### config.mk
export PLATFORM = sky130hd
export DESIGN_NAME = uart_packet_ctrl
export DESIGN_NICKNAME = d
export VERILOG_FILES = /design/src/rtl/uart_pkt_pkg.sv /design/src/rtl/uart_pkt_tx_seq.sv /design/src/rtl/uart_packet_ctrl.sv
export SDC_FILE = /design/constraint.sdc
export NUM_CORES = 1
export LEC_CHECK = 0
export CAP_MARGIN = 0
export CELL_PAD_IN_SITES_DETAIL_PLACEMENT = 1
export CELL_PAD_IN_SITES_GLOBAL_PLACEMENT = 2
export CORE_ASPECT_RATIO = 0.6
export CORE_UTILIZATION = 40
export CTS_CLUSTER_SIZE = 30
export DETAILED_ROUTE_END_ITERATION = 8
export PLACE_DENSITY_LB_ADDON = 0.1
export SLEW_MARGIN = 20
export SYNTH_ARGS = -nofsm -noshare
export SYNTH_HDL_FRONTEND = slang
export SYNTH_HIERARCHICAL = 1
export SYNTH_SLANG_ARGS = --single-unit
### constraint.sdc
create_clock -name ipClk -period 5.3 [get_ports ipClk]
set_clock_uncertainty 0.2 [all_clocks]
set_input_delay 1.06 -clock ipClk [delete_from_list [all_inputs] [get_ports ipClk]]
set_output_delay 1.06 -clock ipClk [all_outputs]
set_load 0.005 [all_outputs]
### src/rtl/uart_pkt_pkg.sv
// Shared types and constants for the UART packet controller: FSM encodings,
// destination codes and the reply-header byte selector.
package uart_pkt_pkg;

   localparam logic [7:0] DEST_READ    = 8'h00;
   localparam logic [7:0] DEST_WRITE   = 8'h01;
   localparam logic [7:0] DEFAULT_SYNC = 8'h55;
   localparam logic [2:0] HDR_BYTES    = 3'd5;

   typedef enum logic [3:0] {
      ST_IDLE,
      ST_DEST,
      ST_SRC,
      ST_LEN,
      ST_ADDR,
      ST_WDATA,
      ST_RD_FETCH,
      ST_RD_WAIT,
      ST_RD_SAMPLE,
      ST_TX_WAIT
   } pktState_t;

   typedef enum logic [1:0] {
      TXS_IDLE,
      TXS_SEND,
      TXS_WAIT_HI,
      TXS_WAIT_LO
   } txSeqState_t;

   // Reply header order: SYNC, requester (Source), own address, Length, Address.
   function automatic logic [7:0] replyHeader(
      input logic [2:0] idx,
      input logic [7:0] syncByte,
      input logic [7:0] srcByte,
      input logic [7:0] ownByte,
      input logic [7:0] lenByte,
      input logic [7:0] addrByte
   );
      logic [7:0] hdr;
      hdr = 8'h00;
      case (idx)
         3'd0:    hdr = syncByte;
         3'd1:    hdr = srcByte;
         3'd2:    hdr = ownByte;
         3'd3:    hdr = lenByte;
         3'd4:    hdr = addrByte;
         default: hdr = 8'h00;
      endcase
      return hdr;
   endfunction

endpackage

### src/rtl/uart_pkt_tx_seq.sv
// Single-byte transmit handshake: wait for an idle transmitter, pulse send,
// then see busy rise and fall before reporting done.
module uart_pkt_tx_seq
   import uart_pkt_pkg::*;
(
   input  logic       ipClk,
   input  logic       ipReset,
   input  logic [7:0] ipByte,
   input  logic       ipStart,
   input  logic       ipTxBusy,
   output logic [7:0] opTxData,
   output logic       opTxSend,
   output logic       opDone
);

   txSeqState_t state;

   always_ff @(posedge ipClk or negedge ipReset) begin
      if (!ipReset) begin
         state    <= TXS_IDLE;
         opTxData <= 8'h00;
         opTxSend <= 1'b0;
         opDone   <= 1'b0;
      end else begin
         opTxSend <= 1'b0;
         opDone   <= 1'b0;
         case (state)
            TXS_IDLE: begin
               if (ipStart) begin
                  opTxData <= ipByte;
                  state    <= TXS_SEND;
               end
            end
            TXS_SEND: begin
               if (!ipTxBusy) begin
                  opTxSend <= 1'b1;
                  state    <= TXS_WAIT_HI;
               end
            end
            TXS_WAIT_HI: begin
               if (ipTxBusy) state <= TXS_WAIT_LO;
            end
            TXS_WAIT_LO: begin
               if (!ipTxBusy) begin
                  opDone <= 1'b1;
                  state  <= TXS_IDLE;
               end
            end
            default: state <= TXS_IDLE;
         endcase
      end
   end

endmodule

### src/rtl/uart_packet_ctrl.sv
// UART packet controller: parses SYNC/DEST/SRC/LEN/ADDR packets into register
// writes or read replies. Define UART_PKT_TIMEOUT_EN to enable the inter-byte timeout.
module uart_packet_ctrl
   import uart_pkt_pkg::*;
#(
   parameter logic [7:0] SYNC_BYTE      = DEFAULT_SYNC,
   parameter logic [7:0] OWN_ADDR       = 8'h00,
   parameter int         TIMEOUT_CYCLES = 50000
) (
   input  logic       ipClk,
   input  logic       ipReset,
   input  logic [7:0] ipRxData,
   input  logic       ipRxValid,
   output logic [7:0] opTxData,
   output logic       opTxSend,
   input  logic       ipTxBusy,
   output logic [7:0] opRegAddress,
   output logic [7:0] opRegWrData,
   output logic       opRegWrEnable,
   input  logic [7:0] ipRegRdData,
   output logic       opBusy,
   output logic       opError
);

   pktState_t  state;
   logic       isWrite;
   logic [7:0] srcReg;
   logic [7:0] lenReg;
   logic [7:0] addrReg;
   logic [7:0] curAddr;
   logic [7:0] count;
   logic [2:0] hdrIdx;
   logic [7:0] txByte;
   logic       txStart;
   logic       txDone;
   logic       rxTimeout;

`ifdef UART_PKT_TIMEOUT_EN
   localparam int TO_W = $clog2(TIMEOUT_CYCLES + 1);

   logic [TO_W-1:0] toCnt;
   logic            inRecv;

   assign inRecv    = (state == ST_DEST) || (state == ST_SRC) || (state == ST_LEN) ||
                      (state == ST_ADDR) || (state == ST_WDATA);
   assign rxTimeout = inRecv && !ipRxValid && (toCnt == TO_W'(TIMEOUT_CYCLES - 1));

   always_ff @(posedge ipClk or negedge ipReset) begin
      if (!ipReset) begin
         toCnt <= '0;
      end else if (!inRecv || ipRxValid || rxTimeout) begin
         toCnt <= '0;
      end else begin
         toCnt <= toCnt + TO_W'(1);
      end
   end
`else
   logic unusedTimeoutCfg;

   assign unusedTimeoutCfg = ^TIMEOUT_CYCLES;
   assign rxTimeout        = 1'b0;
`endif

   assign opBusy = (state != ST_IDLE);

   always_ff @(posedge ipClk or negedge ipReset) begin
      if (!ipReset) begin
         state         <= ST_IDLE;
         isWrite       <= 1'b0;
         srcReg        <= 8'h00;
         lenReg        <= 8'h00;
         addrReg       <= 8'h00;
         curAddr       <= 8'h00;
         count         <= 8'h00;
         hdrIdx        <= 3'd0;
         txByte        <= 8'h00;
         txStart       <= 1'b0;
         opRegAddress  <= 8'h00;
         opRegWrData   <= 8'h00;
         opRegWrEnable <= 1'b0;
         opError       <= 1'b0;
      end else begin
         opRegWrEnable <= 1'b0;
         opError       <= 1'b0;
         txStart       <= 1'b0;
         case (state)
            ST_IDLE: begin
               if (ipRxValid && (ipRxData == SYNC_BYTE)) state <= ST_DEST;
            end
            ST_DEST: begin
               if (ipRxValid) begin
                  if (ipRxData == DEST_WRITE) begin
                     isWrite <= 1'b1;
                     state   <= ST_SRC;
                  end else if (ipRxData == DEST_READ) begin
                     isWrite <= 1'b0;
                     state   <= ST_SRC;
                  end else begin
                     opError <= 1'b1;
                     state   <= ST_IDLE;
                  end
               end
            end
            ST_SRC: begin
               if (ipRxValid) begin
                  srcReg <= ipRxData;
                  state  <= ST_LEN;
               end
            end
            ST_LEN: begin
               if (ipRxValid) begin
                  lenReg <= ipRxData;
                  count  <= ipRxData;
                  state  <= ST_ADDR;
               end
            end
            ST_ADDR: begin
               if (ipRxValid) begin
                  addrReg <= ipRxData;
                  curAddr <= ipRxData;
                  if (isWrite) begin
                     state <= (count == 8'h00) ? ST_IDLE : ST_WDATA;
                  end else begin
                     hdrIdx <= 3'd0;
                     state  <= ST_RD_FETCH;
                  end
               end
            end
            ST_WDATA: begin
               if (ipRxValid) begin
                  opRegAddress  <= curAddr;
                  opRegWrData   <= ipRxData;
                  opRegWrEnable <= 1'b1;
                  curAddr       <= curAddr + 8'd1;
                  count         <= count - 8'd1;
                  if (count == 8'd1) state <= ST_IDLE;
               end
            end
            // Reply dispatcher: header bytes first, then one fetch per data byte.
            ST_RD_FETCH: begin
               if (hdrIdx != HDR_BYTES) begin
                  txByte  <= replyHeader(hdrIdx, SYNC_BYTE, srcReg, OWN_ADDR, lenReg, addrReg);
                  txStart <= 1'b1;
                  hdrIdx  <= hdrIdx + 3'd1;
                  state   <= ST_TX_WAIT;
               end else if (count == 8'h00) begin
                  state <= ST_IDLE;
               end else begin
                  opRegAddress <= curAddr;
                  state        <= ST_RD_WAIT;
               end
            end
            ST_RD_WAIT: begin
               state <= ST_RD_SAMPLE;
            end
            ST_RD_SAMPLE: begin
               txByte  <= ipRegRdData;
               txStart <= 1'b1;
               curAddr <= curAddr + 8'd1;
               count   <= count - 8'd1;
               state   <= ST_TX_WAIT;
            end
            ST_TX_WAIT: begin
               if (txDone) state <= ST_RD_FETCH;
            end
            default: state <= ST_IDLE;
         endcase
         if (rxTimeout) begin
            opError <= 1'b1;
            state   <= ST_IDLE;
         end
      end
   end

   uart_pkt_tx_seq uTxSeq (
      .ipClk    (ipClk),
      .ipReset  (ipReset),
      .ipByte   (txByte),
      .ipStart  (txStart),
      .ipTxBusy (ipTxBusy),
      .opTxData (opTxData),
      .opTxSend (opTxSend),
      .opDone   (txDone)
   );

endmodule

; ---- Word level (Yosys, flattened, before mapping)
; Index checks and enable logic that the tools add are counted.
[op_classes]
addsub = 3
n_eq_ne = 35
mux = 49
n_reduce_logical = 26
[ops]
columns = op, count
row1 = $mux 8, 7
row2 = $pmux 8 s3, 2
row3 = $pmux 4 s10, 1
row4 = $mux 4, 9
row5 = $pmux 8 s2, 2
row6 = $pmux 8 s4, 1
row7 = $ne 2x2->1 const B, 15
row8 = $mux 3, 6
row9 = $eq 4x3->1 const B, 4
row10 = $eq 8x1->1 const B, 2
row11 = $logic_not 8->1, 2
row12 = $mux 1, 12
row13 = $mux 2, 6
row14 = $reduce_and 2->1, 6
row15 = $reduce_and 4->1, 3
row16 = $reduce_and 3->1, 3
row17 = $add 8x1->8 const B, 1
row18 = $eq 4x2->1 const B, 2
row19 = $eq 4x4->1 const B, 2
row20 = $eq 8x7->1 const B, 1
row21 = $pmux 2 s4, 1
row22 = $reduce_and 8->1, 1
row23 = $reduce_bool 2->1, 4
row24 = $sub 8x1->8 const B, 1
row25 = other kinds (17), 19
[totals]
reg_bits = 87
out_inout_bits = 28
word_cells = 131

; ---- Logic depth before layout (Yosys ltp)
; Gate-level depths: netlist of the first run.
[logic_depth]
word_depth = 5
ltp_mapped = 8
depth_no_buf = 7

; ---- Modules after synthesis
; Netlist of the first run, hierarchy kept.
[by_module_without_submodules]
columns = mod, n_inst, cells_each, area_per_inst_um2, seq_area_each_um2
row1 = uart_packet_ctrl, 1, 346, 3738.6, 1876.8
row2 = uart_pkt_tx_seq, 1, 37, 539.3, 300.3

; ---- Worst setup path before layout of the first run
; Ideal clock, no wire load.
[synth_path]
path_kind = input -> register
from = in ipRxData[5]
to = reg isWrite
setup_time_ps = 125
arrival_time_ps = 2230
t_required_ps = 4975
setup_slack_ps = 2745
path_stages = 4
path_cell_list = or4_1 nor4_2 nand4_1 mux2_2
[synth_between]
elab_chain_len = 3
word_cells_on_any_way = 5
classes_between = 1 x eq/ne / 1 x mux / 3 x reduce/logical
[synth_lines]
columns = item, line
row1 = from (decl), uart_packet_ctrl.sv:12  ; input logic [7:0] ipRxData,
row2 = $eq 8x1->1 / $logic_not 8->1 (equally long branches), "uart_packet_ctrl.sv:92, uart_packet_ctrl.sv:95"
row3 = $reduce_bool 2->1 (no line), --
row4 = $reduce_and 3->1 (no line), --
row5 = to (signal assigned), uart_packet_ctrl.sv:69  ; isWrite <= 1'b0;
row6 = to (signal assigned), uart_packet_ctrl.sv:93  ; isWrite <= 1'b1;
row7 = to (signal assigned), uart_packet_ctrl.sv:96  ; isWrite <= 1'b0;
row8 = to (decl), uart_packet_ctrl.sv:26  ; logic isWrite;
; Parallel ways exist; a longest one is shown, timed or not.
; A chain may end at the register's enable or synchronous reset.

==> results.toml, run 1 <==
[status]
status = "complete, no violations"

[die]
fp.dieArea_sq_um = 11100
initial_core_util_pct = 42.3
ios = 48
fp.coreArea_sq_um = 10100
fp.dieH_um = 82.1
die_w_um = 136
rows = 28

[sta]
fin_crit_ns = 3.36
tightest_slew_ns = 0.834
setup_viol = 0
slew_headroom_pct = 44.4
rsz0062_at_grt = "no"
fin_ws_ns = 1.94
min_period_over_period_pct = 63.4
setup_tns_ns = 0
hold_viol_final = 0
slew_viol_final = 0
fmax_ghz = 0.297

[synth]
synth_compound_area_share_pct = 15.7
syn_inst = 383
synthAdderAreaFrac_pct = 3.80
synth_top_family_by_area = "compound AO/OA/AOI/OAI gates"
ys_ff_latch = 87
synth-edff-count = 0
syn_nets = 416
synth_warnings = 6
ys_types = 59
synth_xor_area_share_pct = 0.205
synthSimpleGateAreaFrac_pct = 13.4
synthMuxAreaShare_pct = 13.2
avgSynthCellArea_sq_um = 11.2
postSynth.asyncResetShare_pct = 100
yosysSeqAreaShare_pct = 50.9
synth_ff_type = "dfrtp_1"
syn-cell-area_sq_um = 4280

[place]
dp_slack_ns = 1.78
io_buffers = 47
gp_congestion = 0.787
dp_hpwl_mm = 7.89

[clock_network]
clkLatencyLatePin_ns = 0.34
ctsResizeCount = 0
clockBufferDepth = 2
htree_num_levels = 3
cts_root_buf = "clkbuf_16"
clk_transition_reported_paths_ns = 0.06
cts_buffers = 9
cts.sink_count = 87
cts_tree = "done"
hold_buffers = 0
cts_setup_buffers = 0

[setup_path]
required_ns = 4.04
worstSetupPathType = "register to primary output"
rrSetupSlack_ns = 2.48
r2r-end = "lenReg[6]$_DFFE_PN0P_"
reg2reg_depth = 4
endpoint_kind = "primary output"
cp_data_arrival_time_ns = 2.10
worstSetupStartpointType = "register"
reg2reg_from = "state[1]$_DFFE_PN0P_"
worst-path-max-fanout = 21

[layout]
final-seq-area_sq_um = 2180
multiInputGateArea_sq_um = 1980
n_antenna_cell = 0
drive_gt1_share_pct = 17.2
area_growth_syn_to_layout_pct = 20.3
nets = 459
fill_cells = 1076

[hold_path]
holdCritPathClass = "register to register"
min_path_cells = 2
hold_start = "addrReg[0]$_DFFE_PN0P_"
hold_path_end = "addrReg[0]$_DFFE_PN0P_"

[global_route]
grtUsageTotal_pct = 22.4
grt_pass1_vias = 3260
gr-total-overflow = 0
grt_max_degree = 63
grt_pass1_wl_mm = 18.5
antenna_found_initial = 0

[drt]
route.detailed.drc = 0
viasPerCell = 5.65
antenna_left = 0
post_drt_wl_per_cell_um = 19.7
drt-pass1-iter-count = 5
vias = 3195
drt_iter0_drc = 202
wl_mm = 11.1

[pwr]
leakage_uw = 0.00218
power_density_nw_per_um2 = 570
p_total_uw = 2930
ir_drop_uv = 205

[run]
maxCapViolCount = 0
-- worst max-delay path by stage --
stage / depth (start not counted) / slack [ns] / startpoint / endpoint
2_1_floorplan: 4 / 2.75 / ipRxData[5] / isWrite$_DFFE_PN0P_
3_3_place_gp: 6 / 1.85 / ipRxValid / curAddr[7]$_DFFE_PN0P_
3_5_place_dp: 6 / 1.78 / ipRxValid / curAddr[7]$_DFFE_PN0P_
4_1_cts: 3 / 1.93 / state[1]$_DFFE_PN0P_ / opBusy
5_1_grt: 3 / 1.82 / state[1]$_DFFE_PN0P_ / opBusy
6_report: 3 / 1.94 / state[1]$_DFFE_PN0P_ / opBusy
-- synthesized netlist by cell type (3+ instances only) --
cell type	instances	area share [%]
buf_1	3	0.26
a32oi_1	4	0.82
o21ai_1	10	1.2
dfrtp_1	87	51
a222oi_1	4	0.94
and3_1	4	0.58
nand4_1	3	0.44
a21oi_1	21	2.5
nor3_1	6	0.70
nand2_1	29	2.5
nor4_1	3	0.44
a221o_1	5	1.2
nor2_4	3	0.79
nand3_1	8	0.94
o21ai_0	17	2.0
ha_1	13	3.8
nor2_1	21	1.8
mux2_1	7	1.8
o211ai_1	3	0.53
clkbuf_1	5	0.44
nor2b_1	5	0.73
nor3b_1	3	0.53
nand2b_1	7	1.0
nand3b_1	3	0.53
or2_2	3	0.44
mux2_2	41	11
buf_2	8	0.94
a22oi_1	5	0.88
o22ai_1	4	0.58
inv_1	13	1.1
-- layout make-up --
cell class              count  share of cell area [%]
inverters                  13                   0.948
multi-input cells         267                    38.5
clock buffers               9                    4.38
well taps                 135                    3.28
repair buffers             48                    9.24
clock inverters             6                    1.36
flip-flops and latches     87                    42.3
-- sequential cells by signal, indices dropped and copies added, names as in the netlist, 2 cells and up --
name             flops
addrReg              8
count                8
curAddr              8
hdrIdx               3
lenReg               8
opRegAddress         8
opRegWrData          8
srcReg               8
state                4
txByte               8
uTxSeq/opTxData      8
uTxSeq/state         2
-- worst max-delay path: stages (launching register included) --
cell,delay (ns)
dfrtp_1,0.85
nor2_1,0.22
nand2_1,0.17
clkdlybuf4s50_1,0.52
-- routing by layer --
layer	up-vias	routed length (um)	GRT usage, %
met4	0	108	5.73
li1	1497	-	-
met5	-	0	0
met2	52	4660	32.3
met3	9	476	5.31
met1	1637	5860	33.6
-- cells in the final DEF (no fill, tap or decap), types with 6 or more instances in the layout --
cell             count
nand2_1             29
dfrtp_1             87
nand3_1              8
clkdlybuf4s50_1     46
nand2b_1             7
a21oi_1             21
nor2_1              21
ha_1                13
o21ai_0             17
mux2_1               7
inv_1               13
o21ai_1             10
mux2_2              41
nor3_1               6
clkbuf_16            9
-- kinds of logic (layout without fill, tap and decap cells) --
logic type	Yosys count	count (layout)
adders and majority gates	13	13
xor gates and xnor gates	1	1
DFF	87	87
AOI/OAI and AO/OA	97	97
muxes	50	50
and+or+nand+nor	106	106
buffers and inverters	29	76
-- metrics by stage --
stage          hold WS [ns]  util [%]  instance area (sq um)  std cells
6_report              0.285      50.8                   5150        565
5_1_grt               0.312      50.8                   5150        565
4_1_cts               0.284      50.8                   5150        565
3_5_place_dp          0.264      47.9                   4850        550
3_3_place_gp          0.258      47.9                   4850        550
2_1_floorplan         0.237         -                   4280        383
-- where the power goes --
part	internal (uW)	total, uW	switching, uW	leakage (uW)
logic	564	1090	528	0.000943
clock network	367	639	272	0.000146
registers	952	1200	251	0.00109
Power figures use the tool's default switching activity.
==> run 2: changes to the inputs <==
--- a/config.mk
+++ b/config.mk
@@ -9,7 +9,7 @@
 export CELL_PAD_IN_SITES_DETAIL_PLACEMENT = 1
 export CELL_PAD_IN_SITES_GLOBAL_PLACEMENT = 2
 export CORE_ASPECT_RATIO = 0.6
-export CORE_UTILIZATION = 40
+export CORE_UTILIZATION = 34
 export CTS_CLUSTER_SIZE = 30
 export DETAILED_ROUTE_END_ITERATION = 8
 export PLACE_DENSITY_LB_ADDON = 0.1
==> constraint.sdc (replaced) <==
create_clock -name ipClk -period 3.04 [get_ports ipClk]
set_clock_uncertainty 0.2 [all_clocks]
set_input_delay 0.608 -clock ipClk [delete_from_list [all_inputs] [get_ports ipClk]]
set_output_delay 0.608 -clock ipClk [all_outputs]
set_load 0.005 [all_outputs]
==> run 2 against run 1 <==
Critical path depth unchanged. Clock power increased by 78%. First-iteration DRC count decreased by 3.5%. Final area increased by 3.7%. Wire length increased by 4.7%. Non-clock buffer count increased by 17. Hold slack got worse by 0.22 ns. Sequential power increased by 75%. Setup slack got worse by 1.6 ns. Register-to-register slack got worse by 1.9 ns. Via count increased by 1.9%. Critical path type unchanged. Largest cell class unchanged.
==> results.toml, run 2 (synthesis gave the netlist of run 1 again) <==
[status]
status = "complete, no violations"

[setup_path]
rrSetupSlack_ns = 0.55
required_ns = 2.23
reg2reg_depth = 5
worst-path-max-fanout = 14
worstSetupStartpointType = "register"
worstSetupPathType = "register to primary output"
r2r-end = "curAddr[7]$_DFFE_PN0P_"
endpoint_kind = "primary output"
cp_data_arrival_time_ns = 1.90
reg2reg_from = "state[0]$_DFFE_PN0P_"

[die]
fp.coreArea_sq_um = 12100
fp.dieH_um = 88.9
fp.dieArea_sq_um = 13000
die_w_um = 147
rows = 31
ios = 48
initial_core_util_pct = 35.2

[pwr]
leakage_uw = 0.00227
power_density_nw_per_um2 = 975
ir_drop_uv = 299

[place]
dp_hpwl_mm = 8.60
gp_congestion = 0.818
io_buffers = 47

[drt]
drt_iter0_drc = 195
route.detailed.drc = 0
post_drt_wl_per_cell_um = 19.0
viasPerCell = 5.31
wl_mm = 11.6
antenna_left = 0
vias = 3255
drt-pass1-iter-count = 5

[global_route]
grt_pass1_vias = 3359
grtUsageTotal_pct = 20.2
grt_max_degree = 40
gr-total-overflow = 0
antenna_found_initial = 0
grt_pass1_wl_mm = 19.5

[sta]
slew_viol_final = 0
slew_headroom_pct = 48.9
fmax_ghz = 0.369
tightest_slew_ns = 0.765
setup_tns_ns = 0
hold_slack_ns = 0.0613
hold_viol_final = 0
setup_viol = 0
rsz0062_at_grt = "no"
fin_crit_ns = 2.71
min_period_over_period_pct = 89.2

[clock_network]
clk_transition_reported_paths_ns = 0.06
cts_setup_buffers = 0
cts_tree = "done"
cts.sink_count = 87
ctsResizeCount = 0
clkLatencyLatePin_ns = 0.35
cts_buffers = 9
htree_num_levels = 3
cts_root_buf = "clkbuf_16"
hold_buffers = 0
clockBufferDepth = 2

[layout]
area_growth_syn_to_layout_pct = 24.8
n_antenna_cell = 0
nets = 476
final_cell_mix = "dfrtp_1 (87), clkdlybuf4s50_1 (46), mux2_2 (41)"
layout_commonest_cell = "dfrtp_1"
drive_gt1_share_pct = 20.5

[hold_path]
holdCritPathClass = "primary input to async pin"

[run]
maxCapViolCount = 0
-- run 2: final cells by class --
cell class | instances | area [sq um]
fill | 1310 | 6800
clock inverter | 6 | 68.8
clock buffer | 10 | 239
tap | 165 | 206
sequential | 87 | 2180
inverter | 13 | 48.8
timing repair buffer | 65 | 616
multi-input combinational | 267 | 1980
-- run 2: stage by stage --
stage | area [sq um] | util [%] | power (uW) | setup slack (ns) | std cells
4_1_cts | 5340 | 44.0 | 5260 | 0.310 | 613
3_3_place_gp | 5030 | 41.4 | 4030 | 0.338 | 597
6_report | 5340 | 44.0 | 5200 | 0.327 | 613
5_1_grt | 5340 | 44.0 | 5620 | 0.215 | 613
2_1_floorplan | 4280 | - | 3310 | 0.937 | 383
3_5_place_dp | 5030 | 41.4 | 4080 | 0.319 | 597
-- run 2: power by group --
part / switching (uW) / internal, uW / total, uW
sequential: 442 / 1660 / 2100
clock: 476 / 663 / 1140
combinational: 933 / 1030 / 1960
-- run 2: per-layer routing --
layer	vias up	part of all wire (%)	track usage (%)
li1	1535	-	-
met3	12	3.0	4.18
met5	-	0	0
met4	0	1.2	5.97
met1	1658	56	31.2
met2	50	40	27.8
-- run 2: worst max-delay path, stage by stage (launching register included) --
cell and delay, ns:
dfrtp_1 0.56, nor2_1 0.37, nand2_1 0.15, clkdlybuf4s50_1 0.47
-- run 2: how the worst max path moves through the flow --
stage	slack, ns	endpoint	depth (start not counted)	startpoint
finish	0.33	opBusy	3	state[2]$_DFFE_PN0P_
global route	0.22	opBusy	3	state[2]$_DFFE_PN0P_
CTS	0.31	opBusy	3	state[2]$_DFFE_PN0P_
detailed placement	0.32	isWrite$_DFFE_PN0P_	5	ipRxData[3]
global placement	0.34	isWrite$_DFFE_PN0P_	5	ipRxData[1]
floorplan	0.94	isWrite$_DFFE_PN0P_	4	ipRxData[5]
